--- src/rtl/regfile_wb_arbiter.sv ---
// Two-source writeback arbiter for the register-file write port: fixed priority to
// the main pipeline (A), with a starvation counter that forces a grant to source B.
module regfile_wb_arbiter #(
  parameter int DATA_W       = 32,
  parameter int ADDR_W       = 5,
  parameter int STARVE_LIMIT = 4
) (
  input  logic              clk,
  input  logic              rst_n,
  input  logic              a_valid_i,
  output logic              a_ready_o,
  input  logic [ADDR_W-1:0] a_rd_i,
  input  logic [DATA_W-1:0] a_data_i,
  input  logic              b_valid_i,
  output logic              b_ready_o,
  input  logic [ADDR_W-1:0] b_rd_i,
  input  logic [DATA_W-1:0] b_data_i,
  output logic              rf_we_o,
  output logic [ADDR_W-1:0] rf_rd_o,
  output logic [DATA_W-1:0] rf_wdata_o,
  output logic              b_forced_o
);

  localparam int CNT_W = (STARVE_LIMIT < 1) ? 1 : $clog2(STARVE_LIMIT + 1);

  // state | meaning
  // A_PRI   | normal operation, A wins whenever it is valid
  // B_FORCE | B starved STARVE_LIMIT cycles; only B may transfer
  localparam logic [0:0] A_PRI   = 1'b0;
  localparam logic [0:0] B_FORCE = 1'b1;

  logic [0:0]        state_q, state_d;
  logic [CNT_W-1:0]  starve_cnt_q, starve_cnt_d;
  logic              rf_we_q, rf_we_d;
  logic [ADDR_W-1:0] rf_rd_q, rf_rd_d;
  logic [DATA_W-1:0] rf_wdata_q, rf_wdata_d;

  logic              a_xfer, b_xfer;
  logic [CNT_W-1:0]  cnt_inc;

  assign cnt_inc = starve_cnt_q + CNT_W'(1);

  always_comb begin
    a_ready_o    = 1'b0;
    b_ready_o    = 1'b0;
    state_d      = state_q;
    starve_cnt_d = starve_cnt_q;
    if (state_q == A_PRI) begin
      a_ready_o = a_valid_i;
      b_ready_o = b_valid_i && !a_valid_i;
    end else begin
      b_ready_o = b_valid_i;
    end

    a_xfer = a_valid_i && a_ready_o;
    b_xfer = b_valid_i && b_ready_o;

    if (state_q == A_PRI) begin
      if (b_xfer) begin
        starve_cnt_d = '0;
      end else if (b_valid_i) begin
        starve_cnt_d = cnt_inc;
        if (cnt_inc == CNT_W'(STARVE_LIMIT)) state_d = B_FORCE;
      end
    end else begin
      // A forced grant that B no longer wants is abandoned without a write.
      if (b_xfer || !b_valid_i) begin
        state_d      = A_PRI;
        starve_cnt_d = '0;
      end
    end
  end

  // x0 transfers are acknowledged but never reach the register file.
  always_comb begin
    rf_we_d    = 1'b0;
    rf_rd_d    = rf_rd_q;
    rf_wdata_d = rf_wdata_q;
    if (a_xfer && (a_rd_i != '0)) begin
      rf_we_d    = 1'b1;
      rf_rd_d    = a_rd_i;
      rf_wdata_d = a_data_i;
    end else if (b_xfer && (b_rd_i != '0)) begin
      rf_we_d    = 1'b1;
      rf_rd_d    = b_rd_i;
      rf_wdata_d = b_data_i;
    end
  end

  always_ff @(posedge clk or negedge rst_n) begin
    if (!rst_n) begin
      state_q      <= A_PRI;
      starve_cnt_q <= '0;
      rf_we_q      <= 1'b0;
      rf_rd_q      <= '0;
      rf_wdata_q   <= '0;
    end else begin
      state_q      <= state_d;
      starve_cnt_q <= starve_cnt_d;
      rf_we_q      <= rf_we_d;
      rf_rd_q      <= rf_rd_d;
      rf_wdata_q   <= rf_wdata_d;
    end
  end

  assign rf_we_o    = rf_we_q;
  assign rf_rd_o    = rf_rd_q;
  assign rf_wdata_o = rf_wdata_q;
  assign b_forced_o = (state_q == B_FORCE);

endmodule
--- config.mk ---
export PLATFORM = sky130hd
export DESIGN_NAME = regfile_wb_arbiter
export DESIGN_NICKNAME = d
export VERILOG_FILES = /design/src/rtl/regfile_wb_arbiter.sv
export SDC_FILE = /design/constraint.sdc
export NUM_CORES = 1
export LEC_CHECK = 0
export ABC_CLOCK_PERIOD_IN_PS = 2100
export CORE_ASPECT_RATIO = 0.6
export CORE_MARGIN = 2
export CORE_UTILIZATION = 37
export DETAILED_ROUTE_END_ITERATION = 16
export MAX_ROUTING_LAYER = met4
export PLACE_DENSITY = 0.87
export SLEW_MARGIN = 20
export SYNTH_ARGS = -nofsm -noshare
export SYNTH_HDL_FRONTEND = slang
export SYNTH_SLANG_ARGS = --single-unit
--- constraint.sdc ---
create_clock -name clk -period 2.1 [get_ports clk]
set_clock_uncertainty 0.1 [all_clocks]
set_input_delay 0.63 -clock clk [delete_from_list [all_inputs] [get_ports clk]]
set_output_delay 0.63 -clock clk [all_outputs]
set_load 0.05 [all_outputs]
==> results of run 1 <==
-- kinds of logic after synthesis --
group                      after synthesis  share of synthesized area
buffers and inverters                   50                     0.1146
and+or+nand+nor                         17                    0.04922
adders and majority gates                2                    0.01295
AOI/OAI and AO/OA                       79                     0.2733
muxes                                    1                   0.005829
DFF                                     42                     0.5440
-- worst min-delay path by stage --
stage / start / endpoint / cells past startpoint
floorplan: rst_n / b_forced_o / 0
global placement: rf_rd_o[3] / rf_rd_o[3] / 2
detailed placement: rf_rd_o[3] / rf_rd_o[3] / 2
CTS: rst_n / rf_wdata_o[0] / 1
global route: rst_n / rf_rd_o[2] / 1
finish: rst_n / rf_rd_o[2] / 1
-- sequential cells by signal, summed over array words and instances (netlist names) --
| register | count |
|---|---|
| rf_wdata_o | 32 |
| rf_rd_o | 5 |
| b_forced_o | 1 |
| starve_cnt_q | 3 |
| rf_we_o | 1 |
-- synth_stat cells --
| master | number | area share |
|---|---|---|
| sky130_fd_sc_hd__and2_1 | 2 | 0.0065 |
| sky130_fd_sc_hd__o21ai_1 | 2 | 0.0052 |
| sky130_fd_sc_hd__mux2_2 | 1 | 0.0058 |
| sky130_fd_sc_hd__o22ai_1 | 31 | 0.10 |
| sky130_fd_sc_hd__dfrtp_1 | 42 | 0.54 |
| sky130_fd_sc_hd__a221o_1 | 1 | 0.0052 |
| sky130_fd_sc_hd__inv_1 | 36 | 0.070 |
| sky130_fd_sc_hd__nand2_1 | 3 | 0.0058 |
| sky130_fd_sc_hd__nor2_1 | 4 | 0.0078 |
| sky130_fd_sc_hd__clkbuf_1 | 2 | 0.0039 |
| sky130_fd_sc_hd__nand2b_1 | 2 | 0.0065 |
| sky130_fd_sc_hd__a22oi_1 | 5 | 0.019 |
| sky130_fd_sc_hd__inv_2 | 2 | 0.0039 |
| sky130_fd_sc_hd__nand3_1 | 3 | 0.0078 |
| sky130_fd_sc_hd__and3_1 | 1 | 0.0032 |
| sky130_fd_sc_hd__a21oi_1 | 22 | 0.057 |
| sky130_fd_sc_hd__buf_2 | 6 | 0.016 |
| sky130_fd_sc_hd__o41ai_1 | 1 | 0.0045 |
| sky130_fd_sc_hd__ha_1 | 2 | 0.013 |
| sky130_fd_sc_hd__o21ai_0 | 3 | 0.0078 |
| sky130_fd_sc_hd__a2bb2oi_1 | 1 | 0.0045 |
| sky130_fd_sc_hd__buf_4 | 1 | 0.0039 |
| sky130_fd_sc_hd__or4_4 | 2 | 0.012 |
| sky130_fd_sc_hd__o21ai_4 | 1 | 0.0084 |
| sky130_fd_sc_hd__buf_6 | 3 | 0.017 |
| sky130_fd_sc_hd__o22a_1 | 1 | 0.0045 |
| sky130_fd_sc_hd__a21oi_2 | 10 | 0.045 |
| sky130_fd_sc_hd__o211ai_4 | 1 | 0.011 |
-- critical path, stage by stage --
cell and delay, ns:
sky130_fd_sc_hd__dlygate4sd2_1 0.25, sky130_fd_sc_hd__or4_4 0.55, sky130_fd_sc_hd__o21ai_4 0.18, sky130_fd_sc_hd__and2_4 0.24, sky130_fd_sc_hd__buf_12 0.12, sky130_fd_sc_hd__buf_16 0.10
sky130_fd_sc_hd__a21oi_1 0.06
-- where the power goes --
| part | internal [mW] | switching [mW] | leakage [nW] |
|---|---|---|---|
| Combinational | 0.390 | 0.562 | 1.08 |
| Sequential | 0.903 | 0.0545 | 0.490 |
| Clock | 0.223 | 0.271 | 0.0438 |
-- final cells by class --
cell class              instances  area [um2]  area share
repair buffers                144        1380      0.4057
inverters                      38       145.1     0.04266
clock inverters                 2       10.01    0.002942
flip-flops and latches         42        1051      0.3089
well taps                      66       82.58     0.02427
multi-input cells              99       664.4      0.1953
clock buffers                   5       68.82     0.02023
-- timing repair --
action                     4_1_cts  5_1_grt
buffers inserted                 3        0
gates cloned                     2        0
pin swaps                        6        3
resized for setup               24        1
setup endpoints to repair       40       20
hold endpoints to repair         0        0
-- routing by layer --
| layer | routed length, um | GRT usage | vias to the layer above |
|---|---|---|---|
| met1 | 2686 | 0.2690 | 897 |
| met4 | 31 | 0.04167 | 0 |
| li1 | - | - | 942 |
| met2 | 2628 | 0.3442 | 81 |
| met3 | 519 | 0.06784 | 5 |
| met5 | 0 | - | - |
-- per-stage QoR --
stage,setup TNS [ns],hold slack [ns],area (um2),instances
4_1_cts,0,0.2047,3437,398
3_5_place_dp,-18.38,0.4084,3234,386
6_report,0,0.1919,3402,396
3_3_place_gp,-16.87,0.3897,3234,386
5_1_grt,-0.002681,0.2220,3402,396
2_1_floorplan,-0.1862,0.2344,1943,191
==> impl_metrics.prom, run 1 <==
# TYPE chip_impl_metric gauge
chip_impl_info{name="outcome",value="completed"} 1
chip_impl_metric{name="worst_skew_pair.late_latency",unit="ns"} 0.29
chip_impl_metric{name="post_drt_wl_per_cell",unit="um"} 14.81
chip_impl_metric{name="top_level_ports",unit=""} 119
chip_impl_metric{name="num-fill-cells",unit=""} 409
chip_impl_metric{name="reg2reg_slack",unit="ns"} 0.40
chip_impl_metric{name="detailedPlace.worstSlack",unit="ns"} -0.5358
chip_impl_info{name="critPathLaunchType",value="input pin"} 1
chip_impl_metric{name="count_of_standard_cell_rows",unit=""} 20
chip_impl_info{name="cts_root_buf",value="sky130_fd_sc_hd__clkbuf_8"} 1
chip_impl_info{name="worst_setup_path_endpoint",value="rf_wdata_o[18]"} 1
chip_impl_metric{name="synth_cell_type_count",unit=""} 28
chip_impl_metric{name="initial_antenna_violation_count",unit=""} 0
chip_impl_metric{name="clk_pin_slew_worst_paths",unit="ns"} 0.08
chip_impl_metric{name="place_hpwl",unit="mm"} 4.572
chip_impl_metric{name="globalRouteOverflowTotal",unit=""} 0
chip_impl_metric{name="die-height",unit="um"} 59.97
chip_impl_metric{name="worst_slew_margin_rel",unit=""} 0.6741
chip_impl_metric{name="design.final.nets",unit=""} 410
chip_impl_metric{name="place_congestion",unit=""} 0.8744
chip_impl_metric{name="finalMaxSlewViolations",unit=""} 0
chip_impl_metric{name="drt-total-wl",unit="mm"} 5.866
chip_impl_metric{name="grt_max_degree",unit=""} 24
chip_impl_metric{name="worst_r2r_path_depth",unit=""} 6
chip_impl_metric{name="syn-mean-instance-area",unit="um2"} 10.11
chip_impl_info{name="end_kind",value="flop"} 1
chip_impl_metric{name="post-route-period-util",unit=""} 0.9800
chip_impl_metric{name="num_vias",unit=""} 1925
chip_impl_metric{name="layout-area-overhead-vs-synth",unit="%"} 76.10
chip_impl_metric{name="core_area",unit="um2"} 5055
chip_impl_info{name="cp-startpoint",value="a_rd_i[1]"} 1
chip_impl_metric{name="cts_inserted_buffers",unit=""} 5
chip_impl_metric{name="critPathRequiredTime",unit="ns"} 2.18
chip_impl_metric{name="via_per_inst",unit=""} 4.861
chip_impl_metric{name="tritoncts_num_sinks",unit=""} 42
chip_impl_metric{name="critical_path_peak_fanout",unit=""} 4
chip_impl_metric{name="worst_ir_drop_vdd",unit="mV"} 0.4527
chip_impl_metric{name="cp_data_arrival_time",unit="ns"} 2.14
chip_impl_metric{name="die_x",unit="um"} 97.29
chip_impl_metric{name="max-cap-violations",unit=""} 0
chip_impl_metric{name="timing_worst_slew_pin_value",unit="ns"} 0.4889
chip_impl_metric{name="portBuffers",unit=""} 118
chip_impl_info{name="timing.setup.critical_path_class",value="in -> reg"} 1
chip_impl_metric{name="synth_warnings",unit=""} 0
chip_impl_info{name="most_common_cell_after_layout_fill_and_taps_aside",value="sky130_fd_sc_hd__clkdlybuf4s50_1"} 1
chip_impl_metric{name="drt_iter0_drc",unit=""} 39
chip_impl_metric{name="fin_ws",unit="ns"} 0.04195
chip_impl_metric{name="gr-usage-all-layers",unit=""} 0.2122
chip_impl_metric{name="synth.ff_latch_count",unit=""} 42
chip_impl_info{name="worstHoldPathType",value="in -> async"} 1
chip_impl_metric{name="final_layout_size_suffix_gt1_frac",unit=""} 0.2848
chip_impl_metric{name="clock.fmax",unit="GHz"} 0.4859
chip_impl_metric{name="synth.yosys.seq_area_share",unit=""} 0.5440
chip_impl_metric{name="ant_nets",unit=""} 0
chip_impl_info{name="layout.cells.most_common_list",value="66 x sky130_fd_sc_hd__clkdlybuf4s50_1, 57 x sky130_fd_sc_hd__buf_4, 42 x sky130_fd_sc_hd__dfrtp_1, 36 x sky130_fd_sc_hd__inv_1, 31 x sky130_fd_sc_hd__o22ai_1"} 1
chip_impl_metric{name="router_iterations_before_antenna_repair",unit=""} 4
chip_impl_metric{name="bufs_on_longest_clock_path",unit=""} 2
chip_impl_metric{name="postSynthNetCount",unit=""} 271
chip_impl_metric{name="hold_buffers",unit=""} 0
chip_impl_metric{name="totalPowerFinal",unit="mW"} 2.404
chip_impl_metric{name="hold_viol_final",unit=""} 0
chip_impl_info{name="tritoncts",value="done"} 1
chip_impl_info{name="rr_startpoint",value="b_forced_o"} 1
chip_impl_metric{name="htreeDepth",unit=""} 2
chip_impl_metric{name="wire_length_of_the_first_global_routing_pass",unit="mm"} 9.404
chip_impl_metric{name="netlist_instances",unit=""} 191
chip_impl_metric{name="initial_core_util",unit=""} 0.3822
chip_impl_metric{name="first_global_vias",unit=""} 1996
chip_impl_metric{name="drt_drc_violations_left",unit=""} 0
chip_impl_metric{name="syn-cell-area",unit="um2"} 1932
chip_impl_metric{name="power_leakage",unit="nW"} 1.615
chip_impl_metric{name="finalCoreUtilization",unit=""} 0.6730
chip_impl_metric{name="n_antenna_cell",unit=""} 0
chip_impl_info{name="crit-reg2reg-capture",value="rf_wdata_o[30]"} 1
chip_impl_metric{name="post-route-min-period",unit="ns"} 2.058
chip_impl_metric{name="setup_viol_count_final",unit=""} 0
chip_impl_metric{name="pwr_density_cell",unit="nW/um2"} 706.7
chip_impl_metric{name="die_footprint",unit="um2"} 5834
No activity file was read; power rests on OpenSTA's default activity.
==> inputs of run 2 (changes only) <==
- CORE_UTILIZATION: 37 -> 30
- GPL_ROUTABILITY_DRIVEN: not set -> 1
- PLACE_DENSITY: 0.87 -> 0.74
==> run 2 against run 1 <==
Against the previous run:
- hold slack improved by 0.0083 ns
- worst setup slack got worse by 0.030 ns
- die area increased by 22%
==> impl_metrics.prom, run 2 (same netlist as run 1, synthesis figures left out) <==
# TYPE chip_impl_metric gauge
chip_impl_metric{name="gr-usage-all-layers",unit=""} 0.1898
chip_impl_metric{name="multiInputGateArea",unit="um2"} 700.7
chip_impl_metric{name="place_congestion",unit=""} 0.7585
chip_impl_metric{name="num-fill-cells",unit=""} 553
chip_impl_info{name="highest-signal-layer",value="met4"} 1
chip_impl_metric{name="critical_path_peak_fanout",unit=""} 8
chip_impl_metric{name="worst_ir_drop_vdd",unit="mV"} 0.3266
chip_impl_info{name="crit_path_cell_trace",value="clkdlybuf4s15_1 -> or4_4 -> o211ai_4 -> buf_12 -> buf_12 -> nor2_2 -> a221o_1"} 1
chip_impl_info{name="most_common_cell_after_layout_fill_and_taps_aside",value="sky130_fd_sc_hd__clkdlybuf4s50_1"} 1
chip_impl_metric{name="post_drt_wl_per_cell",unit="um"} 16.15
chip_impl_metric{name="power_leakage",unit="nW"} 1.669
chip_impl_metric{name="core_area",unit="um2"} 6166
chip_impl_metric{name="die_footprint",unit="um2"} 7118
chip_impl_info{name="slowest_stage",value="sky130_fd_sc_hd__or4_4"} 1
chip_impl_metric{name="post-route-min-period",unit="ns"} 2.088
chip_impl_metric{name="initial_core_util",unit=""} 0.3133
chip_impl_metric{name="drt-total-wl",unit="mm"} 6.784
chip_impl_metric{name="via_per_inst",unit=""} 4.733
chip_impl_metric{name="ant_nets",unit=""} 0
chip_impl_metric{name="bufs_on_longest_clock_path",unit=""} 2
chip_impl_metric{name="wl_met2",unit="mm"} 2.950
chip_impl_info{name="tritoncts",value="done"} 1
chip_impl_metric{name="first_global_vias",unit=""} 1990
chip_impl_metric{name="route.met3.wl",unit="um"} 708
chip_impl_metric{name="timing_worst_slew_pin_value",unit="ns"} 0.5102
chip_impl_metric{name="initial_antenna_violation_count",unit=""} 0
chip_impl_metric{name="max-cap-violations",unit=""} 0
chip_impl_metric{name="num_vias",unit=""} 1988
chip_impl_metric{name="tritoncts_num_sinks",unit=""} 42
chip_impl_metric{name="worst_r2r_path_depth",unit=""} 9
chip_impl_metric{name="post-route-period-util",unit=""} 0.9944
chip_impl_metric{name="worst_path_largest_cell_delay",unit="ns"} 0.55
chip_impl_metric{name="final_layout_size_suffix_gt1_frac",unit=""} 0.3274
chip_impl_info{name="layout.cells.most_common_list",value="66 x sky130_fd_sc_hd__clkdlybuf4s50_1, 59 x sky130_fd_sc_hd__buf_4, 42 x sky130_fd_sc_hd__dfrtp_1, 36 x sky130_fd_sc_hd__inv_1, 28 x sky130_fd_sc_hd__o22ai_1"} 1
chip_impl_metric{name="worst_skew_pair.late_latency",unit="ns"} 0.29
chip_impl_metric{name="drt_iter0_drc",unit=""} 66
chip_impl_metric{name="hold_viol_final",unit=""} 0
chip_impl_info{name="timing.setup.critical_path_class",value="in -> reg"} 1
chip_impl_metric{name="globalRouteOverflowTotal",unit=""} 0
chip_impl_metric{name="top_level_ports",unit=""} 119
chip_impl_metric{name="clock.fmax",unit="GHz"} 0.4789
chip_impl_metric{name="die_x",unit="um"} 107.6
chip_impl_metric{name="pwr_density_cell",unit="nW/um2"} 701.2
chip_impl_metric{name="cts_inserted_buffers",unit=""} 5
chip_impl_metric{name="reg2reg_slack",unit="ns"} 0.19
chip_impl_metric{name="hold_buffers",unit=""} 0
chip_impl_info{name="worstHoldPathType",value="in -> async"} 1
chip_impl_metric{name="largest_register_ff_count",unit=""} 32
chip_impl_metric{name="htreeDepth",unit=""} 2
chip_impl_metric{name="worst_slew_margin_rel",unit=""} 0.6598
chip_impl_metric{name="count_of_standard_cell_rows",unit=""} 22
chip_impl_metric{name="cp_data_arrival_time",unit="ns"} 2.16
chip_impl_info{name="end_kind",value="flop"} 1
chip_impl_info{name="rr_startpoint",value="b_forced_o"} 1
chip_impl_metric{name="layout-area-overhead-vs-synth",unit="%"} 84.13
chip_impl_metric{name="setup_viol_count_final",unit=""} 0
chip_impl_metric{name="portBuffers",unit=""} 118
chip_impl_metric{name="clk_pin_slew_worst_paths",unit="ns"} 0.08
chip_impl_metric{name="place_hpwl",unit="mm"} 4.633
chip_impl_metric{name="design.final.nets",unit=""} 415
chip_impl_info{name="critPathMostFrequentCell",value="sky130_fd_sc_hd__buf_12"} 1
chip_impl_metric{name="critPathRequiredTime",unit="ns"} 2.18
chip_impl_info{name="cts_root_buf",value="sky130_fd_sc_hd__clkbuf_8"} 1
chip_impl_metric{name="router_iterations_before_antenna_repair",unit=""} 5
chip_impl_info{name="critPathLaunchType",value="input pin"} 1
chip_impl_info{name="crit-reg2reg-capture",value="rf_wdata_o[30]"} 1
chip_impl_metric{name="finalMaxSlewViolations",unit=""} 0
chip_impl_info{name="outcome",value="completed"} 1
chip_impl_metric{name="detail_route.wirelength.met1",unit="mm"} 3.094
chip_impl_metric{name="register_area",unit="um2"} 1051
chip_impl_metric{name="final-instance-count-excl-fill",unit=""} 420
chip_impl_metric{name="wire_length_of_the_first_global_routing_pass",unit="mm"} 9.867
chip_impl_metric{name="placedCellCount",unit=""} 400
chip_impl_metric{name="tns",unit="ns"} 0
chip_impl_metric{name="drt_drc_violations_left",unit=""} 0
chip_impl_metric{name="n_antenna_cell",unit=""} 0
chip_impl_metric{name="grt_max_degree",unit=""} 29
chip_impl_metric{name="die-height",unit="um"} 66.16
[run 2: cell types whose count changed in the layout (fill, tap and decap cells not counted), moves of 2 or more]
cell	before	now
sky130_fd_sc_hd__o21ai_2	0	2
sky130_fd_sc_hd__buf_4	57	59
sky130_fd_sc_hd__o22ai_1	31	28
sky130_fd_sc_hd__buf_8	1	3
sky130_fd_sc_hd__a21oi_1	22	20
sky130_fd_sc_hd__a21oi_2	10	12
sky130_fd_sc_hd__o22ai_2	0	3
[run 2: layer usage]
layer / GRT usage / vias up
met5: - / -
met2: 0.3003 / 98
li1: - / 950
met1: 0.2394 / 935
met4: 0.04968 / 0
met3: 0.05813 / 5
[run 2: critical path: cells and delay by family]
kind / cells / cell delay, ns
simple gates: 2 / 0.58
compound gates: 2 / 0.48
buf+inv: 3 / 0.47
[run 2: where the power goes]
part	leakage (nW)	switching, mW	internal [mW]
combinational	1.13	0.583	0.410
clock	0.0472	0.277	0.264
sequential	0.490	0.0563	0.903
[run 2: what timing repair did]
| action | CTS | global route |
|---|---|---|
| endpoints found under the setup margin | 40 | 34 |
| cloned | 3 | 1 |
| resized for setup | 33 | 13 |
| setup buffers | 6 | 3 |
| hold endpoints to repair | 0 | 0 |
| pin swaps | 7 | 5 |
[run 2: worst max-delay path by stage]
stage	to	start
2_1_floorplan	rf_wdata_o[0]	b_rd_i[0]
3_3_place_gp	rf_wdata_o[30]	b_rd_i[0]
3_5_place_dp	rf_rd_o[4]	a_rd_i[1]
4_1_cts	rf_wdata_o[22]	b_rd_i[0]
5_1_grt	rf_wdata_o[30]	b_rd_i[2]
6_report	rf_wdata_o[30]	b_rd_i[2]
[run 2: area by class of cell]
cell class | count | area share
timing repair buffer | 149 | 0.4091
sequential | 42 | 0.2955
inverter | 38 | 0.04221
clock inverter | 2 | 0.003517
tap | 84 | 0.02955
clock buffer | 6 | 0.02321
multi-input combinational | 99 | 0.1970
[run 2: per-stage QoR]
stage	hold slack, ns	area (um2)	setup slack [ns]	util	power (mW)
after floorplan	0.2344	1943	-0.01712	-	1.493
after global placement	0.4032	3214	-0.5048	0.5213	1.881
after detailed placement	0.4011	3214	-0.5751	0.5213	1.897
after CTS	0.2187	3508	0.001867	0.5690	2.503
after global routing	0.2340	3557	-0.006875	0.5769	2.623
final	0.2002	3557	0.01174	0.5769	2.494
==> inputs of run 3 (changes only) <==
- SLEW_MARGIN: 20 -> not set
==> results of run 3 <==
The final DEF is identical to that of run 2; final timing and power are the same.
